<file path="config.mk">
export PLATFORM = sky130hd
export DESIGN_NAME = implies_delay_range
export DESIGN_NICKNAME = d
export VERILOG_FILES = /design/src/rtl/implies_delay_range.sv
export SDC_FILE = /design/constraint.sdc
export NUM_CORES = 1
export LEC_CHECK = 0
export CORE_AREA = 2 2 39 41
export DETAILED_ROUTE_END_ITERATION = 10
export DIE_AREA = 0 0 41 43
export SLEW_MARGIN = 40
export SYNTH_ARGS = -nofsm -noshare
export SYNTH_HDL_FRONTEND = slang
export SYNTH_SLANG_ARGS = --single-unit
</file>
<file path="constraint.sdc">
create_clock -name clk -period 1.95 [get_ports clk]
set_input_delay 0.2925 -clock clk [delete_from_list [all_inputs] [get_ports clk]]
set_output_delay 0.2925 -clock clk [all_outputs]
set_load 0.005 [all_outputs]
</file>
<file path="src/rtl/implies_delay_range.sv">
// Bounded-delay implication checker: precond |-> ##[MIN_DLY:MAX_DLY] prop, with overlapping attempts.
// Optional macro CHK_STICKY_FAIL_EN makes fail sticky until rst.
module implies_delay_range #(
  parameter int MIN_DLY = 1,
  parameter int MAX_DLY = 4,
  parameter int CNT_W   = $clog2(MAX_DLY + 1)
) (
  input  logic             clk,
  input  logic             rst,
  input  logic             enable_cond,
  input  logic             precond,
  input  logic             prop,
  output logic             sample,
  output logic             fail,
  output logic             busy,
  output logic [CNT_W-1:0] pend_cnt
);

  if (MIN_DLY < 1 || MAX_DLY < MIN_DLY || MAX_DLY > 32) begin : g_bad_params
    $error("implies_delay_range: illegal MIN_DLY/MAX_DLY combination");
  end

  // pend[k]: an attempt launched k cycles ago is still open
  logic [MAX_DLY:1] pend, pend_nxt, in_win;
  logic             discharge, expire;
  logic [CNT_W-1:0] cnt_nxt;

  always_comb begin
    in_win = '0;
    for (int k = MIN_DLY; k <= MAX_DLY; k++) in_win[k] = pend[k];
    discharge = prop & (|in_win);
    // the oldest slot is always in window, so prop discharges rather than expires it
    expire = pend[MAX_DLY] & ~prop;
    pend_nxt    = '0;
    pend_nxt[1] = precond;
    for (int k = 1; k < MAX_DLY; k++) pend_nxt[k+1] = pend[k] & ~(prop & in_win[k]);
    cnt_nxt = '0;
    for (int k = 1; k <= MAX_DLY; k++) cnt_nxt = cnt_nxt + CNT_W'(pend_nxt[k]);
  end

  always_ff @(posedge clk or posedge rst) begin
    if (rst) begin
      pend     <= '0;
      sample   <= 1'b0;
      fail     <= 1'b0;
      busy     <= 1'b0;
      pend_cnt <= '0;
    end else if (!enable_cond) begin
      // disabling discards open attempts silently
      pend     <= '0;
      sample   <= 1'b0;
      busy     <= 1'b0;
      pend_cnt <= '0;
`ifdef CHK_STICKY_FAIL_EN
      fail     <= fail;
`else
      fail     <= 1'b0;
`endif
    end else begin
      pend     <= pend_nxt;
      sample   <= discharge;
`ifdef CHK_STICKY_FAIL_EN
      fail     <= fail | expire;
`else
      fail     <= expire;
`endif
      busy     <= |pend_nxt;
      pend_cnt <= cnt_nxt;
    end
  end

endmodule

</file>
## Word level (Yosys, flattened, before mapping)

Cells that the tools add are included.

| storage, ports and cells | value |
|---|---|
| register bits | 10 |
| bits in latches | 0 |
| bits in writable memories | 0 |
| memory bits (read-only) | 0 |
| input port bits | 5 |
| output and inout bits | 6 |
| logic and storage cells | 27 |
| memories kept | 0 |

| cells by class | value |
|---|---|
| $add $sub $neg | 3 |
| $mul | 0 |
| div/mod/pow operators | 0 |
| magnitude comparators | 0 |
| equality and inequality tests | 0 |
| shifts and indexed selects | 0 |
| multiplexer cells | 5 |
| bitwise logic cells | 12 |
| reduce and logical (&&, ||, !) cells | 2 |

Operator list:

| kind | count |
|---|---|
| $and A1 B1 Y1 | 8 |
| $reduce_or A4 Y1 | 2 |
| $mux W4 | 1 |
| $not A1 Y1 | 4 |
| $add A2 B1 Y3 | 1 |
| $add A3 B1 Y3 | 1 |
| $mux W1 | 3 |
| $mux W3 | 1 |
| $add A1 B1 Y2 | 1 |

## Depth between registers and ports, before layout

| logic depth | value |
|---|---|
| depth after elaboration | 7 |
| mapped depth | 6 |
| depth with buffers taken out | 6 |

## Worst setup path before layout

Ideal clock, no wire load.

| timing | value |
|---|---|
| path kind | register -> register |
| start point | register pend (netlist bit in_win[1]) |
| end point | register pend_cnt[1] |
| arrival time | 1.576 ns |
| required time | 1.830 ns |
| path slack | 0.254 ns |
| cell stages (with the launch flop) | 7 |
| buffers on the path | 0 |
| period minus slack after synthesis | 1.696 ns |
| path through | dfrtp_1 > nand2b_4 > ha_1 > ha_1 > ha_1 > ha_1 > and2_2 |

| on the way | value |
|---|---|
| word-level cells in the longest chain between the ends | 7 |

RTL lines:

| item | line | source |
|---|---|---|
| start: declaration | 24 | `logic [MAX_DLY:1] pend, pend_nxt, in_win;` |
| start signal: assignment | 60 | `pend <= pend_nxt;` |
| $and A1 B1 Y1 | 36 | `for (int k = 1; k < MAX_DLY; k++) pend_nxt[k+1] = pend[k] & ~(prop & in_win[k]);` |
| $not A1 Y1 | 36 |  |
| $and A1 B1 Y1 (*) | 36 |  |
| $add A1 B1 Y2 (*) | 38 | `for (int k = 1; k <= MAX_DLY; k++) cnt_nxt = cnt_nxt + CNT_W'(pend_nxt[k]);` |
| $add A2 B1 Y3 (*) | 38 |  |
| $add A3 B1 Y3 (*) | 38 |  |
| $mux W3 (*) | 48 | `end else if (!enable_cond) begin` |
| end signal: assignment | 68 | `pend_cnt <= cnt_nxt;` |
| end: declaration | 16 | `output logic [CNT_W-1:0] pend_cnt` |

Mark *: on every way between the ends. The rest lies on a longest branch, timed or not.

## Worst setup path in the final report

| timing | value |
|---|---|
| start point | input port prop |
| end point | register pend_cnt[1] |

| on the way | value |
|---|---|
| word-level cells in the longest chain between the ends | 7 |

RTL lines:

| item | line | source |
|---|---|---|
| start: declaration | 12 | `input logic prop,` |
| $and A1 B1 Y1 | 36 |  |
| $not A1 Y1 | 36 |  |
| $and A1 B1 Y1 | 36 |  |
| $add A1 B1 Y2 | 38 |  |
| $add A2 B1 Y3 | 38 |  |
| $add A3 B1 Y3 (*) | 38 |  |
| $mux W3 (*) | 48 |  |

Marks and branches as above.

==> impl_metrics.py <==
metrics = {
    "status": {
        "status": "completed",
    },
    "floorplan": {
        "fp.dieH_um": 43,
        "io_pins": 11,
        "die_w_um": 41,
        "die_area_um2": 1760,
        "rows": 14,
        "core_area_um2": 1380,
        "initial_core_util_pct": 31.8,
    },
    "critical_path": {
        "timing.rr.end": "pend_cnt[1]$_DFF_PP0_",
        "r2r_start": "in_win[1]$_DFF_PP0_",
        "worstSetupStartpoint": "prop",
        "r2r_slack_ps": 190,
        "worstPathArrival_ps": 2040,
        "end_kind": "flip-flop",
        "cp-endpoint": "pend_cnt[1]$_DFF_PP0_",
        "crit_type": "input port to flip-flop",
        "crit_fanout": 2,
        "start_kind": "input port",
        "r2r_cells": 6,
        "required_ps": 2110,
    },
    "final_layout": {
        "multi_input_area_um2": 179,
        "diodes": 0,
        "post-route-util_pct": 44.8,
        "fin_area_um2": 619,
        "regArea_um2": 250,
        "drive_gt1_share_pct": 25.0,
        "nets": 62,
        "area_growth_pct": 40.6,
        "fillers": 140,
    },
    "clocking": {
        "numCtsBuffers": 3,
        "clkLatencyLatePin_ps": 260,
        "clock-sinks": 10,
        "ctsResizeCount": 0,
        "postCtsSetupBuffers": 0,
        "clock-root-buffer": "clkbuf_4",
        "postCtsHoldBufs": 0,
        "htree_levels": 1,
        "clk_pin_slew_ps": 70,
        "cts_tree": "done",
        "clockBufferDepth": 2,
    },
    "placed_design": {
        "placed_area_um2": 583,
        "place_hpwl_um": 476,
        "gp_congestion": 0.686,
        "io_buffers": 10,
    },
    "drt": {
        "drc": 0,
        "viasPerCell": 4.26,
        "drt_iter0_markers": 0,
        "wl_per_cell_um": 9.68,
        "ant_nets": 0,
        "vias": 290,
        "finalWirelength_um": 658,
        "firstDrtPassIters": 1,
    },
    "logic_synthesis": {
        "synth_xor_area_share_pct": 0,
        "synth.area.top_cells": "dfrtp_1 57%, ha_1 11%, and2_2 6.8%",
        "synth_cell_types": 13,
        "netlist.area_leader.share_pct": 56.8,
        "yosys.area_share.adder_pct": 11.4,
        "synth_mux_area_share_pct": 0,
        "syn_avg_cell_area_um2": 12.6,
        "synth_top_area_cell": "dfrtp_1",
        "yosys_warnings": 0,
        "synth_compound_area_share_pct": 5.11,
        "synth_seq_cells": 10,
        "synth-seq-area-share_pct": 56.8,
        "syn_nets": 44,
        "synth_top_family_by_area": "simple AND/OR/NAND/NOR gates",
        "yosys.area_share.simple_pct": 24.1,
        "syn_area_um2": 440,
        "synth_cells": 35,
    },
    "timing": {
        "finalClockSkew_ps": 0.857,
        "relSlewSlack_pct": 75.4,
        "post-route-min-period_ps": 1880,
        "period_share_pct": 96.5,
        "rsz0062_at_grt": "false",
        "finalHoldViolCount": 0,
        "setup_viol": 0,
        "slew_viol_final": 0,
        "clock.fmax_mhz": 532,
        "tightest_slew_ps": 368,
    },
    "grt": {
        "groute.usage.overall_pct": 10.6,
        "grt_first_pass_wirelength_mm": 1.08,
        "grt_pass1_vias": 256,
        "grt_max_degree": 11,
        "grt.overflow.total": 0,
        "antenna_found_initial": 0,
    },
    "power_and_ir_drop": {
        "power.leakage_nw": 0.319,
        "ir_worst_vdd_uv": 273,
        "powerDensity_nw_per_um2": 723,
    },
    "job": {
        "drv_cap": 0,
    },
    "min_path": {
        "hold_class": "input port to async pin",
    },
}
-- cells in the final DEF, fill, tap and decap left out, drive strengths merged --
master,instances
dfrtp,10
clkdlybuf4s50,10
and2,7
ha,4
clkbuf,4
inv,3
buf,3
nor2b,3
o21bai,2
nor2,2
nand2b,1
a21boi,1
nand2,1
nor4,1
-- routing by layer --
metal,global-route usage [%],part of all wire [%],vias up,wire (um)
met5,0,0,-,0
met4,18.0,8.7,0,57
met3,1.57,4.0,4,26
met2,11.9,42,12,278
met1,12.0,45,129,295
li1,-,-,145,-
-- power by group --
part           leakage [nW]  total [mW]  switching (mW)  internal (mW)
combinational         0.163      0.0455          0.0174         0.0282
clock                0.0210       0.186          0.0727          0.113
sequential            0.135       0.216         0.00283          0.213
total                 0.319       0.448          0.0929          0.355
-- critical path, cell delays in order --
cell,delay (ps)
clkdlybuf4s50_1,420
nand2b_4,150
ha_1,270
ha_1,280
ha_1,200
ha_1,270
and2_2,170
-- synthesized netlist by cell type (all sizes together) --
master,count
dfrtp,10
and2,7
ha,4
inv,3
nor2b,3
nor2,2
o21bai,2
a21boi,1
nand2,1
nand2b,1
nor4,1
-- worst min path at each step --
stage	endpoint	slack [ps]	depth (start not counted)
3_5_place_dp	fail$_DFF_PP0_	480	1
6_report	sample$_DFF_PP0_	300	2
4_1_cts	sample$_DFF_PP0_	300	2
2_1_floorplan	busy$_DFF_PP0_	130	1
3_3_place_gp	fail$_DFF_PP0_	470	1
5_1_grt	sample$_DFF_PP0_	340	2
-- logic make-up (layout without fill, tap and decap cells) --
logic type,count (synthesis),after routing
compound gates,3,3
fa+ha+maj,4,4
buf+inv,3,20
flops,10,10
simple gates,15,15
-- per-stage QoR --
stage                     hold WS [ps]  worst slack (ps)  setup TNS (ps)  power (mW)  cells
final                              300              68.7               0       0.448     68
after global routing               341              6.19               0       0.470     68
after CTS                          304              60.4               0       0.455     68
after detailed placement           477              -222            -383       0.267     64
after global placement             469              -210            -354       0.266     64
after floorplan                    133               254               0       0.239     35
-- state kept, by name (all words and copies together) (netlist names) --
register	cells
busy	1
fail	1
sample	1
pend_cnt	3
in_win	4
-- layout make-up --
| class | count | area share (%) |
|---|---|---|
| sequential | 10 | 40.4 |
| multi-input combinational | 22 | 28.9 |
| timing repair buffer | 13 | 19.8 |
| clock buffer | 4 | 5.86 |
| tap | 16 | 3.23 |
| inverter | 3 | 1.82 |
No activity file was read; power rests on OpenSTA's default activity.
